`config.mk`:
```
export PLATFORM = sky130hd
export DESIGN_NAME = salu_seq
export DESIGN_NICKNAME = d
export VERILOG_FILES = /design/src/rtl/salu_seq_pkg.sv /design/src/rtl/salu_seq_exec.sv /design/src/rtl/salu_seq.sv
export SDC_FILE = /design/constraint.sdc
export NUM_CORES = 1
export LEC_CHECK = 0
export CAP_MARGIN = 10
export CORE_MARGIN = 5
export CORE_UTILIZATION = 41
export CTS_BUF_LIST = sky130_fd_sc_hd__clkbuf_16
export CTS_CLUSTER_SIZE = 10
export DETAILED_ROUTE_END_ITERATION = 12
export PLACE_DENSITY = 0.77
export SLEW_MARGIN = 30
export SYNTH_ARGS = -nofsm -noshare
export SYNTH_HDL_FRONTEND = slang
export SYNTH_SLANG_ARGS = --single-unit
export TNS_END_PERCENT = 20
```
`constraint.sdc`:
```
create_clock -name clk -period 2 [get_ports clk]
set_input_delay 0.2 -clock clk [delete_from_list [all_inputs] [get_ports clk]]
set_output_delay 0.2 -clock clk [all_outputs]
set_load 0.02 [all_outputs]
```
`src/rtl/salu_seq_pkg.sv`:
```
// salu_seq shared definitions: opcodes, FSM states, flag layout.
// Imported by every salu_seq RTL file.
package salu_seq_pkg;

  localparam logic [3:0] OP_ADD   = 4'd0;
  localparam logic [3:0] OP_SUB   = 4'd1;
  localparam logic [3:0] OP_NOT   = 4'd2;
  localparam logic [3:0] OP_AND   = 4'd3;
  localparam logic [3:0] OP_OR    = 4'd4;
  localparam logic [3:0] OP_NAND  = 4'd5;
  localparam logic [3:0] OP_NOR   = 4'd6;
  localparam logic [3:0] OP_XOR   = 4'd7;
  localparam logic [3:0] OP_LOAD  = 4'd8;
  localparam logic [3:0] OP_CLEAR = 4'd9;

  localparam int FLAG_Z = 3;
  localparam int FLAG_N = 2;
  localparam int FLAG_C = 1;
  localparam int FLAG_V = 0;

  typedef enum logic [1:0] {
    S_IDLE = 2'd0,
    S_EXEC = 2'd1,
    S_RESP = 2'd2
  } state_t;

  function automatic logic [3:0] mk_flags(
    input logic [7:0] r,
    input logic       c,
    input logic       v
  );
    logic [3:0] f;
    f         = '0;
    f[FLAG_Z] = (r == 8'h00);
    f[FLAG_N] = r[7];
    f[FLAG_C] = c;
    f[FLAG_V] = v;
    return f;
  endfunction

endpackage

```
`src/rtl/salu_seq_exec.sv`:
```
// salu_seq execute step: next accumulator, flags and error
// from the latched command and the ALU result.
module salu_seq_exec
  import salu_seq_pkg::*;
(
  input  logic [3:0] i_op,
  input  logic [7:0] i_acc,
  input  logic [7:0] i_data,
  input  logic [7:0] i_result,
  input  logic [3:0] i_flags,
  output logic [7:0] o_acc,
  output logic [3:0] o_flags,
  output logic       o_err
);

  logic [8:0] w_sum;
  logic [8:0] w_dif;
  logic       w_add_v;
  logic       w_sub_v;
  logic       w_logic;

  // Carry/borrow come from a private 9-bit op; the ALU supplies the value.
  assign w_sum   = {1'b0, i_acc} + {1'b0, i_data};
  assign w_dif   = {1'b0, i_acc} - {1'b0, i_data};
  assign w_add_v = (i_acc[7] == i_data[7]) && (w_sum[7] != i_acc[7]);
  assign w_sub_v = (i_acc[7] != i_data[7]) && (w_dif[7] != i_acc[7]);
  assign w_logic = !i_op[3] && (i_op[2:1] != 2'b00);

  always_comb begin
    o_acc   = i_acc;
    o_flags = i_flags;
    o_err   = 1'b0;
    unique case (1'b1)
      (i_op == OP_ADD): begin
        o_acc   = i_result;
        o_flags = mk_flags(i_result, w_sum[8], w_add_v);
      end
      (i_op == OP_SUB): begin
        o_acc   = i_result;
        o_flags = mk_flags(i_result, w_dif[8], w_sub_v);
      end
      w_logic: begin
        o_acc   = i_result;
        o_flags = mk_flags(i_result, 1'b0, 1'b0);
      end
      (i_op == OP_LOAD): begin
        o_acc   = i_data;
        o_flags = mk_flags(i_data, 1'b0, 1'b0);
      end
      (i_op == OP_CLEAR): begin
        o_acc   = 8'h00;
        o_flags = mk_flags(8'h00, 1'b0, 1'b0);
      end
      default: o_err = 1'b1;
    endcase
  end

endmodule

```
`src/rtl/salu_seq.sv`:
```
// salu_seq: accumulator sequencer driving an external 8-bit ALU.
// IDLE -> EXEC -> RESP, one command per three cycles at best.
module salu_seq
  import salu_seq_pkg::*;
#(
  parameter int CNT_W = 16
) (
  input  logic             clk,
  input  logic             rst_n,
  input  logic             cmd_valid,
  output logic             cmd_ready,
  input  logic [3:0]       cmd_code,
  input  logic [7:0]       cmd_data,
  output logic [7:0]       operanda,
  output logic [7:0]       operandb,
  output logic [2:0]       mux,
  input  logic [7:0]       result,
  output logic             rsp_valid,
  input  logic             rsp_ready,
  output logic [7:0]       rsp_data,
  output logic [3:0]       rsp_flags,
  output logic             rsp_err,
  output logic [CNT_W-1:0] op_count
);

  state_t           r_state;
  logic [7:0]       r_acc;
  logic [7:0]       r_data_q;
  logic [3:0]       r_op_q;
  logic [3:0]       r_flags;
  logic             r_err;
  logic [CNT_W-1:0] r_cnt;
  logic             r_cmd_ready;
  logic             r_rsp_valid;

  logic [7:0]       w_acc;
  logic [3:0]       w_flags;
  logic             w_err;

  salu_seq_exec u_exec (
    .i_op     (r_op_q),
    .i_acc    (r_acc),
    .i_data   (r_data_q),
    .i_result (result),
    .i_flags  (r_flags),
    .o_acc    (w_acc),
    .o_flags  (w_flags),
    .o_err    (w_err)
  );

  always_ff @(posedge clk or negedge rst_n) begin
    if (!rst_n) begin
      r_state     <= S_IDLE;
      r_acc       <= '0;
      r_data_q    <= '0;
      r_op_q      <= '0;
      r_flags     <= '0;
      r_err       <= 1'b0;
      r_cnt       <= '0;
      r_cmd_ready <= 1'b1;
      r_rsp_valid <= 1'b0;
    end else begin
      unique case (r_state)
        S_IDLE: begin
          if (cmd_valid) begin
            r_op_q      <= cmd_code;
            r_data_q    <= cmd_data;
            r_cmd_ready <= 1'b0;
            r_state     <= S_EXEC;
          end
        end
        S_EXEC: begin
          r_acc       <= w_acc;
          r_flags     <= w_flags;
          r_err       <= w_err;
          if (r_cnt != '1)
            r_cnt <= r_cnt + {{(CNT_W-1){1'b0}}, 1'b1};
          r_rsp_valid <= 1'b1;
          r_state     <= S_RESP;
        end
        S_RESP: begin
          if (rsp_ready) begin
            r_err       <= 1'b0;
            r_rsp_valid <= 1'b0;
            r_cmd_ready <= 1'b1;
            r_state     <= S_IDLE;
          end
        end
        default: begin
          r_rsp_valid <= 1'b0;
          r_cmd_ready <= 1'b1;
          r_state     <= S_IDLE;
        end
      endcase
    end
  end

  assign cmd_ready = r_cmd_ready;
  assign operanda  = r_acc;
  assign operandb  = r_data_q;
  assign mux       = r_op_q[2:0];
  assign rsp_valid = r_rsp_valid;
  assign rsp_data  = r_acc;
  assign rsp_flags = r_flags;
  assign rsp_err   = r_err;
  assign op_count  = r_cnt;

endmodule

```
==> metrics <==
status=complete, no violations; Synth cell types=48; Clock Latency Late Sink=280 ps; EDFF count, synth=0; Syn Inst Count=~260; DIE WIDTH=~88 um; largest net degree at the start of global routing=46; initial antenna violation count=0; syn avg cell area=a little under 10 um^2; diode count=0; minimum clock period=around 1900 ps; Root Driver=clkbuf_16; final wirelength=about 6400 um; Reg-to-Reg Start=operanda[2]$_DFFE_PN0P_; Rel. slew slack=roughly two thirds; area delta synth->final=40.0%; Vias=2176; count of final max-slew check failures=0; Worst Reg2Reg Path Length in Cells=6; GP Congestion=0.854; first-pass GRT wire length=10400 um; vias in the first global route=between 2000 and 2500; RSZ-0062 raised after global routing=false; remaining antenna violation count=0; synthesis-stage register bit count=45; number of port buffers=73; critical path data required time=approximately 2200 ps; gr ovfl total=0; critical path type=flop to flop; Residual DRC=0; WHS=a little over 400 ps; syn_nets=300; r2r endpoint=rsp_flags[1]$_DFFE_PN0P_; Pleak=between 0.001 and 0.0015 uW; fin crit share=between 90% and 100%; Place WS=about 43 ps; Final Worst Setup Slack=~130 ps; row cnt=28; Final Skew=between 3 and 4 ps; Top FF cell, synth=dfrtp_1; CP startpoint=operanda[2]$_DFFE_PN0P_; die extent in y=about 90 um; Clock Pin Slew Worst Setup and Hold Paths=60 ps; routed length per instance=between 15 and 20 um; Initial DRC Count=170; Worst Hold Class=primary input to async pin; CTS tree=done; clock buffer depth=2; CP endpoint=rsp_flags[1]$_DFFE_PN0P_; share of post-route cells with drive strength above 1=under 10%; overall die area=between 0.007 and 0.008 mm^2; Max Cap Viol=0; Via density=approximately 5.3; Seq/Total Area, Yosys=about 45%; Initial Util=between 40% and 50%; Num CTS Buffers=5; Setup crit start kind=flop; Crit Path Max Fanout=3; Async SR Flop Fraction=100%; Setup TNS Final=0 ps; Syn Std Cell Area=~0.0025 mm^2; reg-to-reg slack, setup=130 ps; Setup crit end kind=flop; CTS H-tree lvls=2; CTS sink count=between 40 and 50; top-level I/O count=74; Tightest Pin Transition=a little over 500 ps; WP data arrival=2060 ps; First-pass DRT Iterations=4; final hold vios=0; peak supply drop=0.800 mV; Max Freq=~540 MHz; final setup violation count=0; post-DP HPWL=roughly 4700 um; Ys Warns=0; fin nets=between 300 and 400; Placeable Area=just under 0.006 mm^2; GR Util All Layers=approximately 17%; Power Density=roughly 1600 mW/mm^2
==> through the flow <==
step	instances	utilization (%)	total power, uW	area [um^2]
after detailed placement	402	55.8	4640	3300
after global placement	402	55.8	4560	3300
after floorplan	261	-	3460	2510
final	413	59.3	5620	3510
after CTS	411	58.7	5570	3470
after global routing	413	59.3	6010	3510
==> critical path, cell delays in order, from the launching register on <==
cell      delay (ps)
dfrtp_1          380
ha_1             340
a21o_1           200
a31oi_2          170
o21ai_1          110
a2111o_1         420
a31oi_1          150
==> kinds of logic after synthesis <==
kind of cell    count (synthesis)  synth area share (%)
buf+inv                        35                  7.29
flops                          45                  45.0
simple gates                   97                  20.1
xor+xnor                       14                  4.89
fa+ha+maj                      15                  7.49
compound gates                 51                  13.5
mux                             4                  1.80
==> synth_stat cells (all sizes together), types with 2 or more instances <==
library cell  instances  area share (%)
and2                  2            0.50
nor2                 34             5.1
buf                  13             3.9
a21oi                10             2.0
nor3                  7             1.4
nand2b                4             1.0
nor4                 13             3.5
clkbuf                5            0.80
or3                   2            0.70
mux2                  4             1.8
nand4                 6             1.7
a221oi                7             2.4
o21a                  2            0.60
o21ai                17             3.8
xor2                  9             3.1
ha                   15             7.5
a211oi                2            0.60
xnor2                 5             1.7
a31oi                 5             1.2
a21o                  2            0.60
nand2                17             2.5
dfrtp                44              44
inv                  16             2.4
nand3                 4             1.0
and3                  2            0.50
==> area by class of cell <==
| type | count | area, um^2 |
|---|---|---|
| well taps | 75 | 93.8 |
| repair buffers | 87 | 846 |
| inverters | 17 | 63.8 |
| clock inverters | 3 | 37.5 |
| flip-flops and latches | 45 | 1130 |
| clock buffers | 5 | 125 |
| multi-input cells | 181 | 1210 |
| fillers | 494 | 2410 |
==> how the worst min path moves through the flow <==
stage,to,startpoint,cells past startpoint
2_1_floorplan,op_count[0]$_DFFE_PN0P_,rst_n,0
3_3_place_gp,operandb[3]$_DFFE_PN0P_,rst_n,2
3_5_place_dp,operanda[3]$_DFFE_PN0P_,rst_n,2
4_1_cts,operandb[1]$_DFFE_PN0P_,rst_n,3
5_1_grt,operandb[1]$_DFFE_PN0P_,rst_n,3
6_report,operanda[3]$_DFFE_PN0P_,rst_n,3
==> layer usage <==
layer | track usage [%] | share of wire, %
met1 | 22.9 | 43
met2 | 27.9 | 49
met3 | 3.57 | 7.1
met4 | 3.98 | 0.66
met5 | 0 | 0
==> sequential cells by signal, summed over array words and instances, names as in the netlist, 2 cells and up <==
name / cells
op_count: 16
operanda: 8
operandb: 8
r_op_q: 4
r_state: 2
rsp_flags: 4
==> report_power, final <==
group / total (uW) / leakage, uW / switching (uW) / internal [uW]
Combinational: 3050 / 0.000855 / 1610 / 1440
Sequential: 1650 / 0.000557 / 389 / 1260
Clock: 915 / 0.0000826 / 335 / 581
Total: 5620 / 0.00149 / 2330 / 3280
==> placed cells by master (no fill, tap or decap), types with 2 or more instances in the layout <==
cell type	instances
and2_1	2
nor3_1	7
a31oi_1	4
a21o_1	2
a211oi_1	2
nand2_1	17
dfrtp_1	44
clkbuf_16	5
nand3_1	3
clkinv_1	2
xnor2_1	5
mux2_2	3
nor4_1	12
xor2_1	9
ha_1	14
inv_1	17
nand4_1	5
o21ai_0	15
clkdlybuf4s50_1	72
o21a_1	2
buf_4	12
nor2_1	34
and3_1	2
a21oi_1	10
a221oi_1	7
nand2b_1	4
==> timing repair <==
item,4_1_cts,5_1_grt
hold endpoints to repair,44,0
endpoints found under the setup margin,0,1
buffers inserted,0,2
resized for setup,0,3
hold buffers,1,0
(Power assumes the default switching activity.)
